## config.mk

```make
export PLATFORM = sky130hd
export DESIGN_NAME = vga_scan_timing_flat
export DESIGN_NICKNAME = d
export VERILOG_FILES = /design/src/rtl/vga_scan_timing_if.sv /design/src/rtl/vga_scan_timing.sv /design/src/flat_wrapper.sv
export SDC_FILE = /design/constraint.sdc
export NUM_CORES = 1
export LEC_CHECK = 0
export ABC_AREA = 1
export BUFFER_PORTS_ARGS = -buffer_cell sky130_fd_sc_hd__buf_2
export CELL_PAD_IN_SITES_DETAIL_PLACEMENT = 1
export CELL_PAD_IN_SITES_GLOBAL_PLACEMENT = 2
export CORE_UTILIZATION = 28
export DETAILED_ROUTE_END_ITERATION = 10
export PLACE_DENSITY_LB_ADDON = 0.15
export SYNTH_ARGS = -nofsm -noshare
export SYNTH_HDL_FRONTEND = slang
export SYNTH_SLANG_ARGS = --single-unit
export TNS_END_PERCENT = 20
```

## constraint.sdc

```tcl
create_clock -name clk -period 1.8 [get_ports clk]
set_input_delay 0.36 -clock clk [delete_from_list [all_inputs] [get_ports clk]]
set_output_delay 0.36 -clock clk [all_outputs]
set_load 0.01 [all_outputs]
```

## src/rtl/vga_scan_timing_if.sv

```systemverilog
// Pixel-side bundle between the VGA scan generator and its compositor and pin consumers.
// The master drives the coordinates, strobes and registered pins; the slave returns the colour.
interface vga_scan_timing_if;
  logic [11:0] color;
  logic [9:0]  x;
  logic [8:0]  y;
  logic        active;
  logic        pix_en;
  logic        frame_start;
  logic [3:0]  r;
  logic [3:0]  g;
  logic [3:0]  b;
  logic        hs;
  logic        vs;

  modport master (
    input  color,
    output x, y, active, pix_en, frame_start, r, g, b, hs, vs
  );

  modport slave (
    output color,
    input  x, y, active, pix_en, frame_start, r, g, b, hs, vs
  );
endinterface

```

## src/rtl/vga_scan_timing.sv

```systemverilog
// Raster scan generator and registered RGB/sync output stage for a 640x480@60 display path.
// The pixel rate comes from a clock enable on the system clock; there is one clock domain.
module vga_scan_timing #(
  parameter int unsigned CLK_DIV  = 4,
  parameter int unsigned H_VIS    = 640,
  parameter int unsigned H_FP     = 16,
  parameter int unsigned H_SYNC   = 96,
  parameter int unsigned H_BP     = 48,
  parameter int unsigned V_VIS    = 480,
  parameter int unsigned V_FP     = 10,
  parameter int unsigned V_SYNC   = 2,
  parameter int unsigned V_BP     = 33,
  parameter bit          SYNC_POL = 1'b0
) (
  input  logic               clk,
  input  logic               rst,
  vga_scan_timing_if.master  vga
);

  localparam int unsigned HTot = H_VIS + H_FP + H_SYNC + H_BP;
  localparam int unsigned VTot = V_VIS + V_FP + V_SYNC + V_BP;
  localparam int unsigned DivW = (CLK_DIV > 1) ? $clog2(CLK_DIV) : 1;

  localparam logic [DivW-1:0] DivLast = DivW'(CLK_DIV - 1);
  localparam logic [9:0]      HLast   = 10'(HTot - 1);
  localparam logic [9:0]      VLast   = 10'(VTot - 1);
  localparam logic [9:0]      HVis    = 10'(H_VIS);
  localparam logic [9:0]      VVis    = 10'(V_VIS);
  localparam logic [9:0]      HsStart = 10'(H_VIS + H_FP);
  localparam logic [9:0]      HsEnd   = 10'(H_VIS + H_FP + H_SYNC);
  localparam logic [9:0]      VsStart = 10'(V_VIS + V_FP);
  localparam logic [9:0]      VsEnd   = 10'(V_VIS + V_FP + V_SYNC);

  logic [DivW-1:0] r_div_cnt;
  logic [9:0]      r_h_cnt;
  logic [9:0]      r_v_cnt;
  logic            r_frame_start;
  logic [11:0]     r_rgb;
  logic            r_hs;
  logic            r_vs;

  logic w_pix_en;
  logic w_h_last;
  logic w_v_last;
  logic w_active;
  logic w_hs_raw;
  logic w_vs_raw;

  assign w_pix_en = (r_div_cnt == DivLast);
  assign w_h_last = (r_h_cnt == HLast);
  assign w_v_last = (r_v_cnt == VLast);
  assign w_active = (r_h_cnt < HVis) && (r_v_cnt < VVis);
  assign w_hs_raw = (r_h_cnt >= HsStart) && (r_h_cnt < HsEnd);
  assign w_vs_raw = (r_v_cnt >= VsStart) && (r_v_cnt < VsEnd);

  // Decoded straight from the counters so the compositor sees a stable x/y for a whole pixel.
  assign vga.x           = w_active ? r_h_cnt : '0;
  assign vga.y           = w_active ? r_v_cnt[8:0] : '0;
  assign vga.active      = w_active;
  assign vga.pix_en      = w_pix_en;
  assign vga.frame_start = r_frame_start;
  assign vga.r           = r_rgb[11:8];
  assign vga.g           = r_rgb[7:4];
  assign vga.b           = r_rgb[3:0];
  assign vga.hs          = r_hs;
  assign vga.vs          = r_vs;

  always_ff @(posedge clk) begin
    if (rst) begin
      r_div_cnt     <= '0;
      r_h_cnt       <= '0;
      r_v_cnt       <= '0;
      r_frame_start <= 1'b0;
      r_rgb         <= 12'h000;
      r_hs          <= ~SYNC_POL;
      r_vs          <= ~SYNC_POL;
    end else begin
      r_div_cnt     <= w_pix_en ? '0 : r_div_cnt + DivW'(1);
      r_frame_start <= w_pix_en && w_h_last && w_v_last;
      if (w_pix_en) begin
        r_h_cnt <= w_h_last ? '0 : r_h_cnt + 10'd1;
        if (w_h_last) begin
          r_v_cnt <= w_v_last ? '0 : r_v_cnt + 10'd1;
        end
        // Pins are captured from the pre-advance counters: one pixel of latency, all aligned.
        r_rgb <= w_active ? vga.color : 12'h000;
        r_hs  <= w_hs_raw ? SYNC_POL : ~SYNC_POL;
        r_vs  <= w_vs_raw ? SYNC_POL : ~SYNC_POL;
      end
    end
  end

endmodule

```

## src/flat_wrapper.sv

```systemverilog
// flat-port wrapper written by rule: the top's interface ports become plain ports
module vga_scan_timing_flat 
#(
  parameter int unsigned CLK_DIV  = 4,
  parameter int unsigned H_VIS    = 640,
  parameter int unsigned H_FP     = 16,
  parameter int unsigned H_SYNC   = 96,
  parameter int unsigned H_BP     = 48,
  parameter int unsigned V_VIS    = 480,
  parameter int unsigned V_FP     = 10,
  parameter int unsigned V_SYNC   = 2,
  parameter int unsigned V_BP     = 33,
  parameter bit          SYNC_POL = 1'b0
)
  (clk, rst, vga_color, vga_x, vga_y, vga_active, vga_pix_en, vga_frame_start, vga_r, vga_g, vga_b, vga_hs, vga_vs);
  vga_scan_timing_if vga_i ();
  input  logic clk;
  input  logic rst;
  input wire logic [$bits(vga_i.color)-1:0] vga_color;
  output wire logic [$bits(vga_i.x)-1:0] vga_x;
  output wire logic [$bits(vga_i.y)-1:0] vga_y;
  output wire logic [$bits(vga_i.active)-1:0] vga_active;
  output wire logic [$bits(vga_i.pix_en)-1:0] vga_pix_en;
  output wire logic [$bits(vga_i.frame_start)-1:0] vga_frame_start;
  output wire logic [$bits(vga_i.r)-1:0] vga_r;
  output wire logic [$bits(vga_i.g)-1:0] vga_g;
  output wire logic [$bits(vga_i.b)-1:0] vga_b;
  output wire logic [$bits(vga_i.hs)-1:0] vga_hs;
  output wire logic [$bits(vga_i.vs)-1:0] vga_vs;
  assign vga_i.color = vga_color;
  assign vga_x = vga_i.x;
  assign vga_y = vga_i.y;
  assign vga_active = vga_i.active;
  assign vga_pix_en = vga_i.pix_en;
  assign vga_frame_start = vga_i.frame_start;
  assign vga_r = vga_i.r;
  assign vga_g = vga_i.g;
  assign vga_b = vga_i.b;
  assign vga_hs = vga_i.hs;
  assign vga_vs = vga_i.vs;
  vga_scan_timing #(.CLK_DIV(CLK_DIV), .H_VIS(H_VIS), .H_FP(H_FP), .H_SYNC(H_SYNC), .H_BP(H_BP), .V_VIS(V_VIS), .V_FP(V_FP), .V_SYNC(V_SYNC), .V_BP(V_BP), .SYNC_POL(SYNC_POL)) u_core (.clk(clk), .rst(rst), .vga(vga_i));
endmodule
```

==> metrics.txt <==
# TYPE chip_impl_metric gauge
chip_impl_info{name="outcome",value="finished, violations left"} 1
chip_impl_info{name="violations",value="DRC"} 1
chip_impl_metric{name="core.rowCount",unit=""} 29
chip_impl_metric{name="ff_latch_area",unit="um^2"} 759.5
chip_impl_metric{name="cp_data_required_time",unit="ps"} 2040
chip_impl_metric{name="grt_max_degree",unit=""} 15
chip_impl_metric{name="clock_insertion_delay_worst_skew",unit="ps"} 290
chip_impl_info{name="timing.setup.critical_path_class",value="flip-flop to flip-flop"} 1
chip_impl_metric{name="pwr_cell_area",unit="nW/um^2"} 585.6
chip_impl_metric{name="post-route-cell-area",unit="um^2"} 2594
chip_impl_metric{name="clock-sinks",unit=""} 37
chip_impl_metric{name="tns",unit="ps"} 0
chip_impl_metric{name="drive_gt1_frac",unit=""} 0.3278
chip_impl_info{name="critical_path.startpoint_type",value="flip-flop"} 1
chip_impl_metric{name="fin_cells",unit=""} 437
chip_impl_metric{name="netlist_area",unit="um^2"} 1926
chip_impl_metric{name="htree_levels",unit=""} 2
chip_impl_metric{name="via_total_after_detailed_routing",unit=""} 2057
chip_impl_metric{name="initial_utilization",unit=""} 0.2965
chip_impl_info{name="regToRegStartpoint",value="u_core.r_v_cnt[7]"} 1
chip_impl_metric{name="design_power_total",unit="mW"} 1.519
chip_impl_metric{name="grt.total_usage",unit=""} 0.1781
chip_impl_metric{name="placed_area",unit="um^2"} 2285
chip_impl_metric{name="cts_hold_buffers",unit=""} 0
chip_impl_metric{name="grt_pass1_vias",unit=""} 1973
chip_impl_metric{name="final_nets",unit=""} 379
chip_impl_metric{name="synthesis.yosys.warnings",unit=""} 0
chip_impl_metric{name="achievable-frequency",unit="MHz"} 574.3
chip_impl_metric{name="place_hpwl",unit="mm"} 4.133
chip_impl_metric{name="syn_to_final_growth",unit="%"} 34.70
chip_impl_metric{name="cts-buffers-inserted",unit=""} 5
chip_impl_metric{name="multiInputGateArea",unit="um^2"} 1072
chip_impl_info{name="mostFrequentLayoutCell",value="sky130_fd_sc_hd__nand2_1"} 1
chip_impl_info{name="cts_tree",value="yes"} 1
chip_impl_metric{name="leakage_dissipation",unit="nW"} 1.322
chip_impl_metric{name="timing.reg2reg.worst_path_depth",unit=""} 13
chip_impl_metric{name="place_congestion",unit=""} 0.7588
chip_impl_metric{name="yosys.cell_types.count",unit=""} 26
chip_impl_metric{name="tightest_slew_margin_relative_to_the_limit",unit=""} 0.7513
chip_impl_metric{name="timing.final.setup_violations",unit=""} 0
chip_impl_metric{name="timing.critical_path.slowest_cell_delay",unit="ps"} 360
chip_impl_info{name="worstSetupStartpoint",value="u_core.r_v_cnt[7]"} 1
chip_impl_info{name="critPathTopFamily",value="buffers and inverters"} 1
chip_impl_metric{name="gr_ovfl_total",unit=""} 0
chip_impl_metric{name="report.final.hold_viol_count",unit=""} 0
chip_impl_metric{name="postSynthCellCount",unit=""} 286
chip_impl_info{name="cpMostUsedCell",value="sky130_fd_sc_hd__buf_4"} 1
chip_impl_info{name="timing.rr.end",value="u_core.vga.vs"} 1
chip_impl_metric{name="antenna_violations_before_repair",unit=""} 0
chip_impl_metric{name="die_h",unit="um"} 84.93
chip_impl_metric{name="die_w",unit="um"} 84.93
chip_impl_metric{name="placedCellCount",unit=""} 413
chip_impl_metric{name="clk_path_buf_depth",unit=""} 2
chip_impl_metric{name="worst-slew-pin-transition",unit="ps"} 369.6
chip_impl_metric{name="fin_worst_skew",unit="ps"} 3.629
chip_impl_metric{name="post_drt_via_cell_ratio",unit=""} 4.707
chip_impl_metric{name="antenna_cells_inserted",unit=""} 0
chip_impl_metric{name="initialDrtViolationCount",unit=""} 50
chip_impl_metric{name="worst-path-max-fanout",unit=""} 4
chip_impl_metric{name="final.min_clock_period",unit="ps"} 1741
chip_impl_metric{name="irDropWorstVdd",unit="mV"} 0.2994
chip_impl_metric{name="detail_route.wl_per_cell",unit="um"} 13.68
chip_impl_metric{name="pin_count",unit=""} 50
chip_impl_info{name="holdCritPathClass",value="input port to flip-flop"} 1
chip_impl_metric{name="detail_route.first_pass.iterations",unit=""} 9
chip_impl_metric{name="synth_seq_area_share",unit=""} 0.3847
chip_impl_info{name="worstPathCellList",value="nand3_2 -> nor2_4 -> buf_4 -> buf_4 -> buf_4 -> buf_4 -> buf_4 -> buf_4 -> buf_4 -> buf_4 -> nand3_2 -> o21ai_2 -> inv_1"} 1
chip_impl_metric{name="final.fill_count",unit=""} 848
chip_impl_info{name="grt_setup_unrepaired",value="true"} 1
chip_impl_metric{name="cp_num_cells",unit=""} 13
chip_impl_metric{name="clk_transition_reported_paths",unit="ps"} 80
chip_impl_metric{name="floorplan.core_area",unit="um^2"} 6495
chip_impl_metric{name="detail-route-antenna-nets",unit=""} 0
chip_impl_info{name="critPathCaptureType",value="flip-flop"} 1
chip_impl_metric{name="synth_seq_cells",unit=""} 37
chip_impl_info{name="setup.worst_path.end",value="u_core.vga.vs"} 1
chip_impl_info{name="clock_tree.root_cell",value="sky130_fd_sc_hd__clkbuf_8"} 1
chip_impl_metric{name="route.detailed.drc",unit=""} 2
chip_impl_metric{name="drt_wl_total",unit="mm"} 5.980
chip_impl_metric{name="io_buffers",unit=""} 49
chip_impl_metric{name="worstPathArrival",unit="ps"} 1980
chip_impl_metric{name="area_enclosed_by_the_die_boundary",unit="um^2"} 7213
chip_impl_metric{name="holdWs",unit="ps"} 281.1
chip_impl_metric{name="post_synth.cell_area_avg",unit="um^2"} 6.733
chip_impl_metric{name="timing.max_cap.violations",unit=""} 0
chip_impl_info{name="critPathSlowestCell",value="sky130_fd_sc_hd__dfxtp_4"} 1
chip_impl_info{name="mostFrequentLayoutCells",value="66 x sky130_fd_sc_hd__nand2_1, 52 x sky130_fd_sc_hd__nor2_1, 49 x sky130_fd_sc_hd__buf_2"} 1
chip_impl_metric{name="worstPathBufferInverterCount",unit=""} 9
chip_impl_metric{name="synthesis.nets",unit=""} 306
chip_impl_metric{name="first_pass_grt_wire_length",unit="mm"} 9.908
chip_impl_metric{name="final.period_utilization",unit=""} 0.9673
chip_impl_metric{name="setup_slack_of_the_worst_register_to_register_path",unit="ps"} 60
chip_impl_metric{name="timing_max_transition_violations_final",unit=""} 0
-- per-layer routing --
layer	vias to the layer above	part of all wire	GRT usage
li1	1039	-	-
met1	972	0.46	0.2310
met2	34	0.49	0.2949
met3	12	0.027	0.02918
met4	0	0.023	0.07396
met5	-	0	0
-- synth_stat cells (all sizes together) --
library cell / count / area, um^2
nor2: 64 / 265.3
ha: 6 / 75.07
inv: 37 / 141.4
buf: 6 / 38.79
nand2: 71 / 274.0
o22ai: 1 / 6.260
dfxtp: 37 / 740.7
o21ai: 4 / 20.02
nor3: 10 / 72.57
nand3: 28 / 150.1
nand4: 5 / 37.53
clkbuf: 1 / 3.750
xor2: 4 / 35.03
nor4: 1 / 6.260
a21oi: 10 / 50.05
a41oi: 1 / 8.760
-- metrics by stage --
stage	util	worst slack (ps)
2_1_floorplan	-	347.5
3_3_place_gp	0.3518	124.5
3_5_place_dp	0.3518	106.8
4_1_cts	0.3843	8.634
5_1_grt	0.3993	-29.81
6_report	0.3993	58.88
-- worst min-delay path by stage --
stage | slack [ps] | endpoint | startpoint | cells past startpoint
finish | 280 | u_core.r_rgb[9] | vga_color[9] | 3
global route | 280 | u_core.r_rgb[1] | vga_color[1] | 3
CTS | 270 | u_core.r_rgb[11] | vga_color[11] | 3
detailed placement | 420 | u_core.r_div_cnt[0] | u_core.r_div_cnt[0] | 1
global placement | 410 | u_core.r_div_cnt[0] | u_core.r_div_cnt[0] | 1
floorplan | 400 | u_core.r_div_cnt[0] | u_core.r_div_cnt[0] | 1
-- area by class of cell --
type,count,share of cell area
Timing Repair Buffer,72,0.1640
Tap cell,77,0.03714
Timing Repair inverter,1,0.003377
Sequential cell,37,0.2928
Clock buffer,6,0.02798
Multi-Input combinational cell,205,0.4134
Clock inverter,2,0.003859
Inverter,37,0.05740
-- logic make-up (layout without fill, tap and decap cells) --
logic type,after synthesis,in the layout,share of synthesized area
simple gates,179,179,0.4184
buf+inv,44,118,0.09552
flops,37,37,0.3847
compound gates,16,16,0.04419
fa+ha+maj,6,6,0.03899
xor+xnor,4,4,0.01819
-- state kept, by name, indices dropped and copies added, names as in the netlist --
| register | flops |
|---|---|
| u_core.r_div_cnt | 2 |
| u_core.r_h_cnt | 10 |
| u_core.vga.frame_start | 1 |
| u_core.r_v_cnt | 10 |
| u_core.vga.vs | 1 |
| u_core.r_rgb | 12 |
| u_core.vga.hs | 1 |
-- power by group --
part	internal, mW	switching, mW	leakage, nW
clock	0.269	0.303	0.0450
sequential	0.830	0.00854	0.304
combinational	0.0432	0.0653	0.973
-- tightest hold or removal path, delay by kind of cell --
family | cells | cell delay [ps]
and+or+nand+nor | 2 | 110
buffers and inverters | 1 | 70
-- what timing repair did --
| action | 4_1_cts | 5_1_grt |
|---|---|---|
| buffers inserted | 9 | 6 |
| endpoints found under the setup margin | 20 | 20 |
| gates resized for setup | 17 | 21 |
| cloned | 1 | 0 |
| pin swaps | 2 | 4 |
| hold endpoints to repair | 0 | 0 |
(Power assumes the default switching activity.)
